--- src/rtl/alu_pkg.sv ---
// alu_pkg: opcode map and FSM state encodings shared by alu_seq and its mul/div engine
package alu_pkg;
    localparam logic [4:0] OP_ADD  = 5'h03;
    localparam logic [4:0] OP_SUB  = 5'h04;
    localparam logic [4:0] OP_AND  = 5'h05;
    localparam logic [4:0] OP_OR   = 5'h06;
    localparam logic [4:0] OP_SHR  = 5'h07;
    localparam logic [4:0] OP_SHRA = 5'h08;
    localparam logic [4:0] OP_SHL  = 5'h09;
    localparam logic [4:0] OP_ROR  = 5'h0A;
    localparam logic [4:0] OP_ROL  = 5'h0B;
    localparam logic [4:0] OP_ADDI = 5'h0C;
    localparam logic [4:0] OP_ANDI = 5'h0D;
    localparam logic [4:0] OP_ORI  = 5'h0E;
    localparam logic [4:0] OP_MUL  = 5'h0F;
    localparam logic [4:0] OP_DIV  = 5'h10;
    localparam logic [4:0] OP_NEG  = 5'h11;
    localparam logic [4:0] OP_NOT  = 5'h12;

    typedef enum logic [1:0] {S_IDLE, S_MUL, S_DIV, S_FIX} alu_state_t;
endpackage

--- src/rtl/alu_seq_muldiv.sv ---
// alu_seq_muldiv: iterative signed mul/div engine on operand magnitudes, sign applied in S_FIX
module alu_seq_muldiv
    import alu_pkg::*;
#(
    parameter int WIDTH = 32
) (
    input  logic             clock,
    input  logic             reset,
    input  logic             go_mul,
    input  logic             go_div,
    input  logic [WIDTH-1:0] a,
    input  logic [WIDTH-1:0] b,
    output logic             busy,
    output logic             fin,
    output logic [WIDTH-1:0] hi,
    output logic [WIDTH-1:0] lo
);
    localparam int CW = $clog2(WIDTH);

    alu_state_t state, state_nx;
    logic [CW-1:0] cnt;
    logic is_div, neg_q, neg_r, ge;
    logic [WIDTH-1:0] b_mag, p_hi, p_lo, diff;
    logic [WIDTH:0] sum, shifted;

    always_ff @(posedge clock)
        state <= reset ? S_IDLE : state_nx;

    always_comb begin
        state_nx = state;
        case (state)
            S_IDLE:       state_nx = go_mul ? S_MUL : go_div ? S_DIV : S_IDLE;
            S_MUL, S_DIV: state_nx = cnt == '0 ? S_FIX : state;
            default:      state_nx = S_IDLE;
        endcase
    end

    always_comb begin
        busy = state != S_IDLE;
        fin  = state == S_FIX;
    end

    // mul: {p_hi,p_lo} shifts right, multiplier drains out of p_lo; div: p_hi is the partial remainder
    assign sum     = {1'b0, p_hi} + (p_lo[0] ? {1'b0, b_mag} : '0);
    assign shifted = {p_hi, p_lo[WIDTH-1]};
    assign ge      = shifted >= {1'b0, b_mag};
    assign diff    = WIDTH'(shifted - {1'b0, b_mag});

    always_ff @(posedge clock) begin
        if (reset) begin
            cnt    <= '0;
            is_div <= 1'b0;
            neg_q  <= 1'b0;
            neg_r  <= 1'b0;
            b_mag  <= '0;
            p_hi   <= '0;
            p_lo   <= '0;
        end else if (go_mul || go_div) begin
            cnt    <= CW'(WIDTH - 1);
            is_div <= go_div;
            neg_q  <= a[WIDTH-1] ^ b[WIDTH-1];
            neg_r  <= a[WIDTH-1];
            b_mag  <= b[WIDTH-1] ? -b : b;
            p_hi   <= '0;
            p_lo   <= a[WIDTH-1] ? -a : a;
        end else if (state == S_MUL) begin
            cnt    <= cnt - CW'(1);
            p_hi   <= sum[WIDTH:1];
            p_lo   <= {sum[0], p_lo[WIDTH-1:1]};
        end else if (state == S_DIV) begin
            cnt    <= cnt - CW'(1);
            p_hi   <= ge ? diff : shifted[WIDTH-1:0];
            p_lo   <= {p_lo[WIDTH-2:0], ge};
        end
    end

    assign {hi, lo} = is_div ? {neg_r ? -p_hi : p_hi, neg_q ? -p_lo : p_lo}
                             : neg_q ? -{p_hi, p_lo} : {p_hi, p_lo};
endmodule

--- src/rtl/alu_seq.sv ---
// alu_seq: multi-cycle ALU with start/busy/done handshake and registered Z_high/Z_low.
// ALU_SEQ_DIVZ_EN adds a divz output and a one-cycle divide-by-zero path.
module alu_seq
    import alu_pkg::*;
#(
    parameter int WIDTH = 32
) (
    input  logic             clock,
    input  logic             reset,
    input  logic             start,
    input  logic [4:0]       instruction,
    input  logic [WIDTH-1:0] A_in,
    input  logic [WIDTH-1:0] B_in,
    output logic             busy,
    output logic             done,
    output logic [WIDTH-1:0] Z_high,
    output logic [WIDTH-1:0] Z_low
`ifdef ALU_SEQ_DIVZ_EN
    ,
    output logic             divz
`endif
);
    localparam int SHW = $clog2(WIDTH);

    logic accept, is_mul, is_div, dz, go_mul, go_div, go_one, fin;
    logic [SHW-1:0] sh;
    logic [WIDTH-1:0] res, one_hi, one_lo, eng_hi, eng_lo;

    assign sh     = B_in[SHW-1:0];
    assign accept = start && !busy;
    assign is_mul = instruction == OP_MUL;
    assign is_div = instruction == OP_DIV;
`ifdef ALU_SEQ_DIVZ_EN
    assign dz     = is_div && B_in == '0;
`else
    assign dz     = 1'b0;
`endif
    assign go_mul = accept && is_mul;
    assign go_div = accept && is_div && !dz;
    assign go_one = accept && !go_mul && !go_div;
    assign one_hi = dz ? A_in : '0;
    assign one_lo = dz ? '1 : res;

    // rotates read a window of the doubled operand; rol by n equals ror by WIDTH-n
    always_comb begin
        case (instruction)
            OP_ADD, OP_ADDI: res = A_in + B_in;
            OP_SUB:          res = A_in - B_in;
            OP_AND, OP_ANDI: res = A_in & B_in;
            OP_OR, OP_ORI:   res = A_in | B_in;
            OP_SHR:          res = A_in >> sh;
            OP_SHRA:         res = $signed(A_in) >>> sh;
            OP_SHL:          res = A_in << sh;
            OP_ROR:          res = WIDTH'({A_in, A_in} >> sh);
            OP_ROL:          res = WIDTH'({A_in, A_in} >> (WIDTH - int'(sh)));
            OP_NEG:          res = -B_in;
            OP_NOT:          res = ~B_in;
            default:         res = '0;
        endcase
    end

    alu_seq_muldiv #(.WIDTH(WIDTH)) u_muldiv (
        .clock  (clock),
        .reset  (reset),
        .go_mul (go_mul),
        .go_div (go_div),
        .a      (A_in),
        .b      (B_in),
        .busy   (busy),
        .fin    (fin),
        .hi     (eng_hi),
        .lo     (eng_lo)
    );

    always_ff @(posedge clock) begin
        if (reset) begin
            done   <= 1'b0;
            Z_high <= '0;
            Z_low  <= '0;
        end else begin
            done <= go_one || fin;
            if (go_one || fin)
                {Z_high, Z_low} <= go_one ? {one_hi, one_lo} : {eng_hi, eng_lo};
        end
    end

`ifdef ALU_SEQ_DIVZ_EN
    always_ff @(posedge clock)
        divz <= !reset && go_one && dz;
`endif
endmodule
--- config.mk ---
export PLATFORM = sky130hd
export DESIGN_NAME = alu_seq
export DESIGN_NICKNAME = d
export VERILOG_FILES = /design/src/rtl/alu_pkg.sv /design/src/rtl/alu_seq_muldiv.sv /design/src/rtl/alu_seq.sv
export SDC_FILE = /design/constraint.sdc
export NUM_CORES = 1
export LEC_CHECK = 0
export BUFFER_PORTS_ARGS = -buffer_cell sky130_fd_sc_hd__buf_2
export CAP_MARGIN = 30
export CORE_MARGIN = 8
export CORE_UTILIZATION = 35
export DETAILED_ROUTE_END_ITERATION = 12
export PLACE_DENSITY = 0.63
export SLEW_MARGIN = 20
export SYNTH_ARGS = -nofsm -noshare
export SYNTH_HDL_FRONTEND = slang
export SYNTH_SLANG_ARGS = --single-unit
--- constraint.sdc ---
create_clock -name clock -period 5.8 [get_ports clock]
set_input_delay 0.29 -clock clock [delete_from_list [all_inputs] [get_ports clock]]
set_output_delay 0.29 -clock clock [all_outputs]
set_load 0.03 [all_outputs]
==> results of run 1 <==
routing by layer:
metal,wire length [um],vias up,GRT usage,share of wire
met5,0,-,0,0
met4,7860,0,0.177,0.070
met3,10800,322,0.0512,0.096
met2,48700,1459,0.437,0.43
met1,44600,12388,0.366,0.40
li1,-,11936,-,-
cells in the final DEF (no fill, tap or decap), drive strengths merged, types with 9 or more instances in the layout:
cell,instances
a2111oi,20
a211oi,151
a21boi,9
a21o,34
a21oi,292
a221oi,20
a22o,10
a22oi,13
a31oi,32
and3,13
buf,214
clkbuf,19
dfxtp,171
ha,110
inv,84
mux2,53
mux2i,161
mux4,39
nand2,343
nand2b,30
nand3,49
nand4,23
nor2,388
nor2b,26
nor3,56
nor4,39
o2111ai,11
o211ai,37
o21a,19
o21ai,225
o221ai,20
o22ai,20
o31ai,31
o41ai,14
or2,20
or3,43
or4,20
xnor2,116
xor2,136
logic make-up (layout without fill, tap and decap cells):
kind of cell	after synthesis	in the layout
and+or+nand+nor	1090	1090
AOI/OAI and AO/OA	1033	1033
buffers and inverters	370	329
muxes	253	253
xor gates and xnor gates	252	252
DFF	171	171
adders and majority gates	113	113
other	0	6
layout make-up:
cell class	instances	area [um^2]	area share
inverters	84	315	0.0125
clock buffers	19	443	0.0176
repair buffers	214	1280	0.0509
clock inverters	12	119	0.00471
well taps	864	1080	0.0429
multi-input cells	2741	18500	0.735
diodes	6	15.0	0.000595
flip-flops and latches	171	3420	0.136
how the worst min path moves through the flow:
| stage | startpoint | to | slack, ns | depth (start not counted) |
|---|---|---|---|---|
| floorplan | u_muldiv.b_mag[31] | u_muldiv.b_mag[31] | 0.44 | 2 |
| global placement | u_muldiv.b_mag[0] | u_muldiv.b_mag[0] | 0.46 | 2 |
| detailed placement | u_muldiv.b_mag[31] | u_muldiv.b_mag[31] | 0.47 | 2 |
| CTS | B_in[11] | u_muldiv.b_mag[11] | 0.26 | 3 |
| global route | B_in[11] | u_muldiv.b_mag[11] | 0.33 | 3 |
| finish | B_in[11] | u_muldiv.b_mag[11] | 0.30 | 3 |
power by group through the flow:
stage / logic (W) / clock network, W / registers, W
4_1_cts: 0.00636 / 0.00115 / 0.00160
2_1_floorplan: 0.00460 / 0 / 0.00155
3_5_place_dp: 0.00633 / 0 / 0.00163
6_report: 0.00651 / 0.00113 / 0.00161
5_1_grt: 0.00709 / 0.00119 / 0.00162
3_3_place_gp: 0.00632 / 0 / 0.00162
registers in the layout, indices dropped and copies added (netlist names):
register / count
u_muldiv.b_mag: 32
u_muldiv.is_div: 1
Z_high: 32
done: 1
u_muldiv.p_lo: 32
Z_low: 32
u_muldiv.p_hi: 32
u_muldiv.neg_q: 1
u_muldiv.state: 2
u_muldiv.neg_r: 1
u_muldiv.cnt: 5
stage by stage:
step,setup WS [ns],instances,power [W],utilization
finish,0.864,4111,0.00925,0.383
global route,0.673,4108,0.00990,0.383
CTS,0.974,4102,0.00911,0.382
detailed placement,0.481,4071,0.00796,0.374
global placement,0.491,4070,0.00795,0.374
floorplan,0.0447,3282,0.00616,-
critical path, cell delays in order:
cell and delay (ns):
sky130_fd_sc_hd__buf_4 0.19, sky130_fd_sc_hd__nor4_1 0.30, sky130_fd_sc_hd__buf_4 0.16, sky130_fd_sc_hd__nand2_1 0.14, sky130_fd_sc_hd__or2_1 0.33, sky130_fd_sc_hd__or3_1 0.44
sky130_fd_sc_hd__or3_1 0.39, sky130_fd_sc_hd__nand2_1 0.10, sky130_fd_sc_hd__xor2_1 0.09, sky130_fd_sc_hd__ha_1 0.25, sky130_fd_sc_hd__a21o_1 0.17, sky130_fd_sc_hd__a21oi_1 0.17
sky130_fd_sc_hd__nor2b_1 0.08, sky130_fd_sc_hd__o41a_1 0.34, sky130_fd_sc_hd__a2111oi_2 0.60, sky130_fd_sc_hd__o31ai_1 0.23, sky130_fd_sc_hd__a31o_2 0.32, sky130_fd_sc_hd__xor2_1 0.14
sky130_fd_sc_hd__a2111oi_0 0.40, sky130_fd_sc_hd__nor4_1 0.09
==> summary by stage, run 1 <==
Synthesis
By area the synthesized netlist is led by sky130_fd_sc_hd__dfxtp_1, sky130_fd_sc_hd__mux2i_1, sky130_fd_sc_hd__a21oi_1. The area share of and/or/nand/nor cells after synthesis is 0.214. Counting every net in the synthesized netlist gives 3467.

The distinct cell type count after synthesis is 87. The async set-reset flop share out of synthesis is 0. The sequential cell area fraction in the yosys report is 0.147. The multiplexer fraction of the synthesized cell area is 0.133. The per-instance average area after synthesis is around 7.1 um^2.

The most used standard cell by instance count after synthesis is sky130_fd_sc_hd__nor2_1. The number of instances in the synthesized netlist is between 3000 and 4000. Yosys mapped a number of flops with a built-in enable equal to 0. After synthesis, the largest family of logic cells by area is compound AO/OA/AOI/OAI gates.

The mapped netlist covers 23300 um^2. In the synthesized netlist, the cells that appear most often are sky130_fd_sc_hd__nor2_1, sky130_fd_sc_hd__nand2_1, sky130_fd_sc_hd__a21oi_1. The library cell with the largest summed area after synthesis is sky130_fd_sc_hd__dfxtp_1.

The synthesized flop and latch total is 171. Yosys printed 0 warnings. The complex-gate fraction of the synthesized area is 0.286. Of the total synthesized cell area, the portion taken by full adders, half adders and majority gates is 0.0617. The xor and xnor area share after synthesis is 0.0959. The area share of the largest cell type after synthesis is 0.147.

The most used flip-flop cell after synthesis is sky130_fd_sc_hd__dfxtp_1.

Placed design
In this run the cell area measured after placement is 24600 um^2. The count of buffers added on input and output ports is 137. The wire-length estimate of the detail-placed layout is 85600 um. At the end of routability-driven placement, the weighted congestion stood at 1.09.

CTS
The number of sinks on the clock net is 171. Clock latency on the worst-skew pair, taken at its later pin, is 0.46 ns. In this run the clock root is driven by a sky130_fd_sc_hd__clkbuf_16. The depth of the CTS H-tree is 4. The worst-case clock buffer depth is 2.

The number of hold buffers added after CTS was 0. The CTS tree is done. After clock tree synthesis, the clock-pin slew on the worst setup and hold paths is 0.07 ns. The post-CTS setup-driven buffer insertion count is 0. Gates resized during post-CTS repair numbered 0.

The number of buffers created by CTS is 17.

Power and ir drop
The standby leakage power is 9.88 nW. The share of total power dissipated in combinational logic is 0.704. The share of total power dissipated in the clock network is 0.122. VDD sags by at most 0.439 mV. Power spread over the standard cell area amounts to 367 nW/um^2.

The internal power consumption is 0.00433 W. The switching fraction of total power is 0.532. In this run the power spent charging and discharging nets is slightly below 0.005 W. The share of total power dissipated in sequential elements is 0.174.

Setup path
The worst setup slack for register-to-register paths is 1.62 ns. The worst reg-to-reg path cell count is 11. The type of the worst setup path is in2reg. The arrival time at the worst endpoint is 5.26 ns. The capture instance of the worst register-to-register path is u_muldiv.p_hi[22]. The first element of the critical path is B_in[0]. Along the worst path, the maximum fanout reaches 19. The startpoint type of the worst setup path is an input pin. The worst reg2reg path startpoint is u_muldiv.p_hi[9]. The nature of the critical path endpoint is a register.

Data on the critical path is required at its endpoint by roughly 6 ns. In this run the worst setup path terminates at Z_low[27].

Timing
The total negative setup slack is 0 ns. The worst hold slack across all endpoints is 0.296 ns. The number of hold violations in the final report is 0.

The highest clock rate is approximately 200 MHz. The post-route minimum period is 4.94 ns. Setup repair after global routing left no endpoint under its margin. The final critical-path share of the clock period is 0.851. Between clock sinks in the finished design, the worst skew comes to 0.00960 ns.

The worst slew margin relative to its limit is 0.243. The setup-violating endpoint count in the final report is 0. The count of final max-slew check failures is 0. The slew at the pin closest to its max-slew limit is 1.12 ns.

Global routing
The first global-routing pass estimated 162000 um of wire. The number of antenna violations at the first check in global routing is 7. The residual overflow from global routing is 0.

In the global route stage, overall resource usage came out at 0.284. Entering global routing, the biggest net connects 93 pins. The number of global-route vias before repair is around 24000.

Worst hold path
The type of the tightest min-delay check is in2reg.

Cells and area
The post-route standard cell area excluding fillers is 25200 um^2. The number of fill cells in the layout is between 7000 and 8000. Of the cells placed in the final design, the portion with a size suffix greater than 1 is 0.120.

From synthesis to final layout, the design area changed by 8.30%. The net count reported at finish is 3414.

Route
The final layout contains routed wiring with a total length of 112000 um. The ratio of routed vias to standard cells is 6.35. For this run, design rule violations remaining after detail routing come to 0. Dividing the detail-routed wire length by the instance count gives 27.2 um.

The detailed router finished its first iteration with 3927 violations. The total iterations of the first detailed-routing run is 6. Summing over every cut layer, the via total after detailed routing is ~26000. In this run the remaining antenna-violating nets after routing total 0.

Floorplanning
The top-level port count is 138. The die is 274 um tall. After floorplanning, the core was sized to cover about 66000 um^2. The width of the die is 274 um. The initial cell density of the core is 0.354.

The number of cell rows is 94. The die covers 75100 um^2.

Job
Across the run, the number of max-cap violations was 0.

Status
The run finished with clean final reports.
Note: power is estimated with default switching activity, not from simulation.
==> inputs of run 2 (changes only) <==
- PLACE_DENSITY: 0.63 -> not set
==> summary by stage, run 2 (synthesized netlist as in run 1, its figures left out) <==
Timing
At the pin with the least slew margin, the transition time is 1.09 ns. Setup violations remaining at the end of the flow were counted as 0. The routed design could run at a clock period as short as 4.92 ns. The total negative setup slack is 0 ns. Setup repair after global routing left no endpoint under its margin. The number of hold violations in the final report is 0. Static timing analysis puts the maximum clock frequency at 203 MHz. The setup skew after layout is 0.0209 ns. The final critical-path share of the clock period is 0.848. The count of final max-slew check failures came to 0.

The worst pin sits at a relative slew slack of 0.270.

Floorplanning
During I/O placement, the number of pins put on the boundary was approximately 140. The floorplan step defined a die boundary enclosing approximately 75000 um^2. The floorplan step defined a core boundary enclosing around 66000 um^2. The die height is approximately 270 um. For this configuration, the core starts out at a cell density of 0.354. Row generation in the floorplan step produced 94 rows. The floorplan step set the die width to 274 um.

Global routing
The residual overflow from global routing is 0. The first-pass GRT wire length is between 150000 and 200000 um. Across every metal layer, demand over resource in global routing totals 0.293. The number of global-route vias before repair was 23853. The number of antenna violations at the first check in global routing is 9. The pin count of the biggest net entering global routing is 81.

CTS
The depth of the CTS H-tree is 4. The source-to-sink clock delay at the later pin of the worst-skew pair is 0.47 ns. The clock-pin slew of the registers on the worst-case setup and hold paths is 0.08 ns.

The worst-case clock buffer depth is 2. Once the clock tree was built, the resizer swapped 0 gates to a different size. Post-CTS timing repair inserted 0 buffers for setup.

The root buffer cell chosen for the clock tree is sky130_fd_sc_hd__clkbuf_16. Hold repair after CTS inserted 0 buffers. TritonCTS built the clock tree. The number of clock buffers added by TritonCTS is 17. The number of sinks on the clock net is approximately 170.

Cells and area
After the flow finishes, the layout carries non-filler instances totaling 4131. The ratio of cells with drive above 1 in the final layout is 0.125. The footprint of the multi-input gates is 18500 um^2. The area growth from synthesis to final layout is 9.12%. The post-route standard cell area excluding fillers is ~25000 um^2. The share of the core filled with cells is 0.386.

The net count reported at finish is around 3400. The area of all sequential standard cells is 3420 um^2. The most common cell after layout, fill and taps aside is sky130_fd_sc_hd__nor2_1.

The filler cells instantiated in the layout total a little over 7000. The top cell types in the final layout, fill and taps aside, are sky130_fd_sc_hd__nor2_1, sky130_fd_sc_hd__nand2_1, sky130_fd_sc_hd__a21oi_1, sky130_fd_sc_hd__o21ai_0, sky130_fd_sc_hd__dfxtp_1.

Setup path
STA classifies the critical path startpoint as an input pin. Data on the critical path is required at its endpoint by 6.14 ns. For this run, the slowest stage of the critical path takes between 0.6 and 0.7 ns. The slowest cell on the critical path is sky130_fd_sc_hd__or4_1. By startpoint and endpoint, the worst setup path is classified as in2reg.

The nature of the critical path endpoint is a register. The worst reg-to-reg path cell count is 13. The arrival time at the worst endpoint is around 5.3 ns.

The library cell appearing most often on the critical path is sky130_fd_sc_hd__xor2_1. The signal on the critical path passes through buf_2 > or4_1 > or3_1 > nor2_1 > nand2_1 > or2_2 > o21ai_0 > xor2_1 > ha_1 > nor2b_1 > o41a_1 > a2111oi_2 > buf_4 > o31ai_1 > a31o_2 > xor2_1 > a2111oi_0 > nor4_1. In this run the number of cells on the critical path is 18.

The maximum net fanout on the critical path is 7. The kind of cell with the highest combined delay along the critical path is simple AND/OR/NAND/NOR gates. The number of buffer and inverter stages on the critical path is 2.

Route
In the routed design, unresolved DRC markers number 0. The number of DRC violations after detailed-routing iteration 0 is 2837. The total iterations of the first detailed-routing run is 6. The total number of vias is 25888. The remaining antenna violation count after routing is 0. The total routed wirelength is between 100000 and 150000 um. The ratio of routed vias to standard cells is about 6.3.

After detailed routing, the average wire length per cell comes to 27.7 um.

Worst hold path
Counting instances, the worst hold path has a depth of 3. The worst hold path belongs to the class in2reg.

Power and ir drop
The worst-case IR drop observed on VDD is around 0.46 mV. The standby leakage power is 10.0 nW. The total power divided by cell area is roughly 370 nW/um^2.

The overall power is between 0.009 and 0.01 W.

Placed design
The placement-stage cell area is ~25000 um^2. After legalization and detailed placement, the total HPWL measured 88800 um. The weighted congestion reported at the end of routability-driven placement is 1.07. Counting tap cells, the placed design contains a total of 4088 instances. Buffers placed on the I/O ports in this run total 137.

Status
The run finished with clean final reports.

Job
Max-cap violations in this run came to 0.
==> run 2: cell count changes in the layout (fill, tap and decap cells not counted), moves of 2 or more <==
cell	change
sky130_fd_sc_hd__buf_2	+3
sky130_fd_sc_hd__buf_4	+17
sky130_fd_sc_hd__buf_6	-2
sky130_fd_sc_hd__clkinv_8	+4
sky130_fd_sc_hd__clkinvlp_4	-6
sky130_fd_sc_hd__inv_8	+2
==> run 2: metal layers <==
layer  vias up  track usage  routed length [um]
met4         2        0.208                9440
met3       337       0.0493                8770
met2      1286        0.457               50300
met1     12267        0.365               46000
li1      11996            -                   -
met5         -            0                  13
==> run 2: final cells by class <==
cell class / count / share of cell area
diodes: 7 / 0.000689
clock buffers: 18 / 0.0173
clock inverters: 14 / 0.00704
inverters: 84 / 0.0124
multi-input cells: 2741 / 0.730
flip-flops and latches: 171 / 0.135
well taps: 864 / 0.0425
repair buffers: 232 / 0.0556
==> run 2: power breakdown <==
part           switching [W]  leakage [nW]  total (W)  internal, W
Clock               0.000604         0.301    0.00123     0.000630
Sequential          0.000301          1.39    0.00162      0.00132
Combinational        0.00413          8.33    0.00658      0.00245
==> run 2: stage by stage <==
| step | worst slack, ns | hold slack (ns) |
|---|---|---|
| after floorplan | 0.0447 | 0.436 |
| final | 0.883 | 0.288 |
| after global routing | 0.654 | 0.292 |
| after detailed placement | 0.471 | 0.449 |
| after global placement | 0.464 | 0.446 |
| after CTS | 0.966 | 0.274 |
==> run 2: worst paths after layout <==
kind	startpoint	endpoint	slack, ns
max reg2reg	u_muldiv.p_lo[0]	u_muldiv.p_hi[31]	1.35
min reg2reg	u_muldiv.neg_q	u_muldiv.neg_q	0.46
min	B_in[11]	u_muldiv.b_mag[11]	0.29
max	B_in[10]	Z_low[27]	0.88
==> run 2: worst register-to-register path, cell delays in order, from the launching register on <==
cell and delay, ns:
sky130_fd_sc_hd__dfxtp_1 0.60, sky130_fd_sc_hd__inv_1 0.38, sky130_fd_sc_hd__nor2_1 0.19, sky130_fd_sc_hd__ha_1 0.29, sky130_fd_sc_hd__nor2b_1 0.18, sky130_fd_sc_hd__o31ai_1 0.55
sky130_fd_sc_hd__a211oi_1 0.27, sky130_fd_sc_hd__or4_1 0.63, sky130_fd_sc_hd__a21o_1 0.23, sky130_fd_sc_hd__nor3b_1 0.15, sky130_fd_sc_hd__o31a_1 0.31, sky130_fd_sc_hd__nor2_1 0.13
sky130_fd_sc_hd__o211ai_1 0.11, sky130_fd_sc_hd__a32o_1 0.32
